$ cat src/rtl/demux_arr_module.sv
// demux_arr_module: registered valid/ready demultiplexer.
// Each accepted word is steered into a one-entry holding register on the lane
// selected by `in`. Every lane drains through its own out_valid/out_ready pair.
// An out-of-range lane index is swallowed, and it sets the sticky `err` flag.
// Optional feature: define DEMUX_ARR_BROADCAST_EN to add the `in_bcast` input.
// With it, one word can load every lane at once (all-or-nothing).
module demux_arr_module #(
   parameter int WIDTH_IN  = 2,
   parameter int WIDTH_OP  = 4,
   parameter int WIDTH_BUS = 2
) (
   input  logic                                clk,
   input  logic                                rst,
   input  logic                                in_valid,
   output logic                                in_ready,
   input  logic [WIDTH_IN-1:0]                 in,
   input  logic [WIDTH_BUS-1:0]                in_data,
`ifdef DEMUX_ARR_BROADCAST_EN
   input  logic                                in_bcast,
`endif
   output logic [WIDTH_OP-1:0][WIDTH_BUS-1:0]  out,
   output logic [WIDTH_OP-1:0]                 out_valid,
   input  logic [WIDTH_OP-1:0]                 out_ready,
   output logic                                err
);

   // The lane count is one bit wider than the index.
   // This lets WIDTH_OP == 2**WIDTH_IN be represented.
   localparam logic [WIDTH_IN:0] NUM_LANES = (WIDTH_IN+1)'(WIDTH_OP);

   logic [WIDTH_OP-1:0] lane_free;   // lane can take a word this cycle
   logic [WIDTH_OP-1:0] drain;       // lane's word is consumed this cycle
   logic [WIDTH_OP-1:0] load;        // lane captures in_data this cycle
   logic                in_range;
   logic                addr_free;
   logic                bcast;
   logic                accept;
   logic                oob;

   // A full lane that drains this cycle frees its slot in time to be reloaded.
   // This gives back-to-back throughput.
   assign lane_free = ~out_valid | out_ready;
   assign drain     = out_valid & out_ready;

`ifdef DEMUX_ARR_BROADCAST_EN
   assign bcast = in_bcast;
`else
   assign bcast = 1'b0;
`endif

   // Decode the destination, form in_ready and pick the lane(s) to load.
   always_comb begin
      // NOTE: every always_comb output gets a default before any branch.
      // A path that leaves a signal unassigned would otherwise infer a latch.
      addr_free = 1'b0;
      load      = '0;
      in_range  = ({1'b0, in} < NUM_LANES);
      for (int k = 0; k < WIDTH_OP; k++) begin
         if (in == WIDTH_IN'(k)) addr_free = lane_free[k];
      end
      if (bcast)         in_ready = &lane_free;
      else if (in_range) in_ready = addr_free;
      else               in_ready = 1'b1;
      accept = in_valid && in_ready;
      for (int k = 0; k < WIDTH_OP; k++) begin
         load[k] = accept && (bcast || (in == WIDTH_IN'(k)));
      end
      oob = accept && !bcast && !in_range;
   end

   // Per-lane holding registers: load wins over drain.
   // Load-plus-drain keeps out_valid high.
   always_ff @(posedge clk or posedge rst) begin
      if (rst) begin
         // NOTE: the data registers are reset too, not only the valid flags.
         // `out` is visible at the port and must read zero after reset.
         out       <= '0;
         out_valid <= '0;
      end else begin
         for (int k = 0; k < WIDTH_OP; k++) begin
            // NOTE: state is written with non-blocking assignments.
            // Every lane then updates from the same pre-edge values.
            if (load[k]) begin
               out[k]       <= in_data;
               out_valid[k] <= 1'b1;
            end else if (drain[k]) begin
               out_valid[k] <= 1'b0;
            end
         end
      end
   end

   // Sticky error flag: set by a swallowed out-of-range word, cleared only by reset.
   always_ff @(posedge clk or posedge rst) begin
      if (rst)      err <= 1'b0;
      else if (oob) err <= 1'b1;
   end

endmodule

$ cat config.mk
export PLATFORM = sky130hd
export DESIGN_NAME = demux_arr_module
export DESIGN_NICKNAME = d
export VERILOG_FILES = /design/src/rtl/demux_arr_module.sv
export SDC_FILE = /design/constraint.sdc
export NUM_CORES = 1
export LEC_CHECK = 0
export BUFFER_PORTS_ARGS = -buffer_cell sky130_fd_sc_hd__buf_2
export CAP_MARGIN = 10
export CORE_MARGIN = 1.5
export CORE_UTILIZATION = 30
export DETAILED_ROUTE_END_ITERATION = 6
export PLACE_DENSITY = 0.57
export SETUP_SLACK_MARGIN = 0.05
export SLEW_MARGIN = 20
export SYNTH_ARGS = -nofsm -noshare
export SYNTH_HDL_FRONTEND = slang
export SYNTH_SLANG_ARGS = --single-unit
$ cat constraint.sdc
create_clock -name clk -period 1.25 [get_ports clk]
set_input_delay 0.0625 -clock clk [delete_from_list [all_inputs] [get_ports clk]]
set_output_delay 0.0625 -clock clk [all_outputs]
set_load 0.005 [all_outputs]
=== Yosys cells after proc, flatten, opt, wreduce, memory -nomap -nowiden ===
Index checks and enable logic that the tools add are counted.

* Register bits after elaboration: 12
* Bits of input ports: 11

* Equal/unequal tests: 3
* Multiplexer cells: 12
* Bitwise operators: 3
* Reduce and logical (&&, ||, !) cells: 10

{| class="wikitable"
|+ Operator list
! operator !! count
|-
| 1-bit two-way mux || 12
|-
| 2-bit nonzero test || 4
|-
| 1-bit logical AND || 5
|-
| 4-bit bitwise AND || 1
|-
| 2-bit == test (second input constant) || 2
|-
| 4-bit NOT || 1
|-
| 4-bit OR || 1
|-
| 2-bit by 1-bit == test with 1-bit output (second input constant) || 1
|-
| 2-bit logical NOT || 1
|}

=== Depth between registers and ports, before layout ===
* Depth in word-level cells: 9
* Depth in mapped cells: 3

=== Worst setup path after synthesis ===
OpenSTA, ideal clock, no wires.

* Path type: reg-to-reg
* Start point: register out_valid[2]
* End point: register out[4] in the netlist's numbering
* Library setup time: 125 ps
* Arrival time: 986 ps
* Required time: 1,125 ps
* Setup slack: 139 ps
* Stages on the path, launching flop included: 4
* Clock period less this slack: 1,111 ps
* Path through: dfrtp_1 > nand2b_1 > nor3b_2 > mux2_2

* Word-level cells in the longest chain between the ends: 6

{| class="wikitable"
|+ Ends and longest elaborated chain
! what !! line !! text
|-
| start: declaration || 22 || <nowiki>output logic [WIDTH_OP-1:0] out_valid,</nowiki>
|-
| start signal: assignment || 78 || <nowiki>out_valid <= '0;</nowiki>
|-
| start signal: indexed assignment || 85 || <nowiki>out_valid[k] <= 1'b1;</nowiki>
|-
| start signal: indexed assignment || 87 || <nowiki>out_valid[k] <= 1'b0;</nowiki>
|-
| 4-bit NOT || 42 || <nowiki>assign lane_free = ~out_valid | out_ready;</nowiki>
|-
| 4-bit OR || 42 ||
|-
| 1-bit two-way mux (2 in a row) || 59 || <nowiki>if (in == WIDTH_IN'(k)) addr_free = lane_free[k];</nowiki>
|-
| 1-bit logical AND || 64 || <nowiki>accept = in_valid && in_ready;</nowiki>
|-
| 1-bit logical AND || 66 || <nowiki>load[k] = accept && (bcast || (in == WIDTH_IN'(k)));</nowiki>
|-
| end signal: indexed assignment || 84 || <nowiki>out[k] <= in_data;</nowiki>
|-
| end: declaration || 21 || <nowiki>output logic [WIDTH_OP-1:0][WIDTH_BUS-1:0] out,</nowiki>
|}

No other way between the ends.
A chain may end at the register's enable or synchronous reset.

=== Worst setup path in the final report ===
* Start point: register out_valid[0]
* End point: output in_ready

* Word-level cells in the longest chain between the ends: 6

{| class="wikitable"
|+ Ends and longest elaborated chain
! what !! line !! text
|-
| 4-bit NOT || 42 ||
|-
| 4-bit OR || 42 ||
|-
| 1-bit two-way mux (4 in a row) || 59 ||
|-
| end: declaration || 15 || <nowiki>output logic in_ready,</nowiki>
|}

No other way between the ends.

==> metrics.yaml <==
outcome:
  status: "finished, violations left"
  violations: "setup timing"
pwr:
  cellPowerDensity_nw_per_um2: 1270
  total_power_w: 0.000919
  ir_worst_vdd_v: 0.000581
  p_leak_nw: 0.377
worst_setup_path:
  worstPathRequired_ns: 1.19
  crit_buf_inv: 1
  critPathMaxFanout: 2
  worstReg2RegStart: "out_valid[1]"
  critPathCaptureType: "output port"
  critical-path-top-delay-family: "multiplexers"
  critPathKind: "reg2out"
  max_stage_delay_ns: 0.44
  arrival_ns: 1.26
  start_kind: "register"
  reg2reg_slack_ns: 0.07
  reg2reg_to: "out[2]"
  startpoint: "out_valid[0]"
  crit_chain: "nand2b_1, mux4_2, buf_2"
  rr_worst_depth: 4
  cpMaxStageDelayCell: "mux4_2"
cts:
  clk_pin_slew_ns: 0.07
  cts-root-buf: "clkbuf_4"
  clock_latency_ns: 0.26
  cts.path.max_buffers: 2
  tritoncts: "built"
  cts_sinks: 12
  cts_made_buffers: 3
  htree_levels: 1
worst_hold_path:
  hold_class: "in2reg"
  hold_end: "out[3]"
  whs_path_depth: 2
  hp-start: "in_data[1]"
drt:
  dr.pass1.iters: 4
  avgViaCountPerCell: 4.69
  wl_per_cell_um: 12.1
  route.detailed.drc: 0
  vias: 399
  drt-total-wl_um: 1030
  drt-initial-drc-count: 4
  ant_nets: 0
global_routing:
  grt_pass1_wl_um: 1620
  grt.overflow.total: 0
  grt_use_total_pct: 11.6
  grt_antenna_before_repair: 0
  grt_pass1_vias: 399
  grt_max_degree: 13
cells_and_area:
  diodes: 0
  syn_to_final_growth_pct: 38.5
  final_area_um2: 724
  drive_gt1_share_pct: 60.9
  fin_nets: 82
  fillers: 155
timing:
  final.min_clock_period_ns: 1.32
  fmaxAchievable_mhz: 757
  finClkSkew_ns: 0.000138
  finalHoldViolations: 0
  setup_viol: 1
  fin_ws_ns: -0.0706
  slew_viol_final: 0
  fin_crit_sh_pct: 106
  rsz0062_at_grt: "true"
yosys:
  ys_warn_count: 0
  syn-num-nets: 50
  netlist_instances: 39
  avgSynthCellArea_um2: 13.4
  synth_seq_cells: 12
  syn_area_um2: 523
  synth-seq-area-share_pct: 57.4
  ys_types: 14
floorplan:
  io_pins: 25
  rows: 14
  initial_utilization_pct: 33.2
  die_w_um: 44.8
  dieArea_um2: 2000
  die_y_um: 44.8
  core_area_um2: 1580
placed_design:
  dp_hpwl_um: 768
  portBuffers: 23
  gp_congestion: 0.712
  placed_cell_area_um2: 651
job:
  cap_violations: 0
synthesized netlist by cell type (all sizes together):
library cell	instances	area share [%]
and3	1	2.2
buf	1	1.4
conb	1	0.72
dfrtp	12	57
inv	1	0.72
mux2	8	17
mux4	1	4.3
nand2	5	3.6
nand2b	4	4.8
nand3b	1	1.4
nand4	1	1.2
nor2b	1	1.7
nor3b	1	2.4
o21ai	1	0.96
kinds of logic (layout without fill, tap and decap cells):
family	Yosys count	in the layout	synth area share, %
simple gates	14	14	17.2
flops	12	12	57.4
mux	9	9	21.5
buf+inv	2	32	2.15
other cells	1	1	0.717
compound gates	1	1	0.956
per-stage QoR:
step                      worst slack, ns  hold slack (ns)  setup TNS (ns)  instances  util, %
after floorplan                     0.139          -0.0728               0         39        -
after global routing               -0.139           0.0829          -0.139         85     46.0
after global placement              0.132           0.0918               0         77     41.3
after CTS                         -0.0878           0.0794         -0.0878         84     45.2
after detailed placement            0.108           0.0958               0         77     41.3
final                             -0.0706           0.0824         -0.0706         85     46.0
flip-flops by register name, summed over array words and instances, names as in the netlist:
signal     count
out_valid      4
out            8
layout by cell type, fill, tap and decap left out, types with 3 or more instances in the layout:
| cell type | Yosys | final |
|---|---|---|
| mux2_4 | 0 | 3 |
| clkbuf_4 | 0 | 3 |
| nand2b_1 | 4 | 4 |
| buf_4 | 1 | 4 |
| nand2_1 | 5 | 5 |
| dfrtp_1 | 12 | 12 |
| mux2_2 | 8 | 5 |
| buf_2 | 0 | 23 |
layer usage:
layer / GRT usage [%] / vias up / share of wire (%)
li1: - / 193 / -
met1: 14.6 / 188 / 45
met2: 18.0 / 16 / 47
met3: 2.80 / 2 / 7.2
met4: 7.27 / 0 / 1.1
met5: 0 / - / 0
layout make-up:
type,instances,area [um^2],share of cell area (%)
flip-flops and latches,12,300,41.5
multi-input cells,25,223,30.7
repair buffers,28,155,21.4
clock buffers,3,22.5,3.11
well taps,16,20.0,2.76
inverters,1,3.75,0.518
how the worst max path moves through the flow:
stage | end | slack (ns) | cells after the start
after floorplan | out[4] | 0.14 | 3
after global placement | out[4] | 0.13 | 3
after detailed placement | out[2] | 0.11 | 3
after CTS | in_ready | -0.09 | 3
after global routing | in_ready | -0.14 | 3
final | in_ready | -0.07 | 3
repair_timing:
item,CTS,global route
setup endpoints to repair,1,7
endpoints found under the hold margin,12,0
pin swaps,0,1
gates resized for setup,2,1
hold buffers,1,0
setup buffers,3,1
power by group:
part	switching, W	internal [W]
registers	0.0000302	0.000453
logic	0.0000800	0.000132
clock network	0.000113	0.000111
Power figures use the tool's default switching activity.
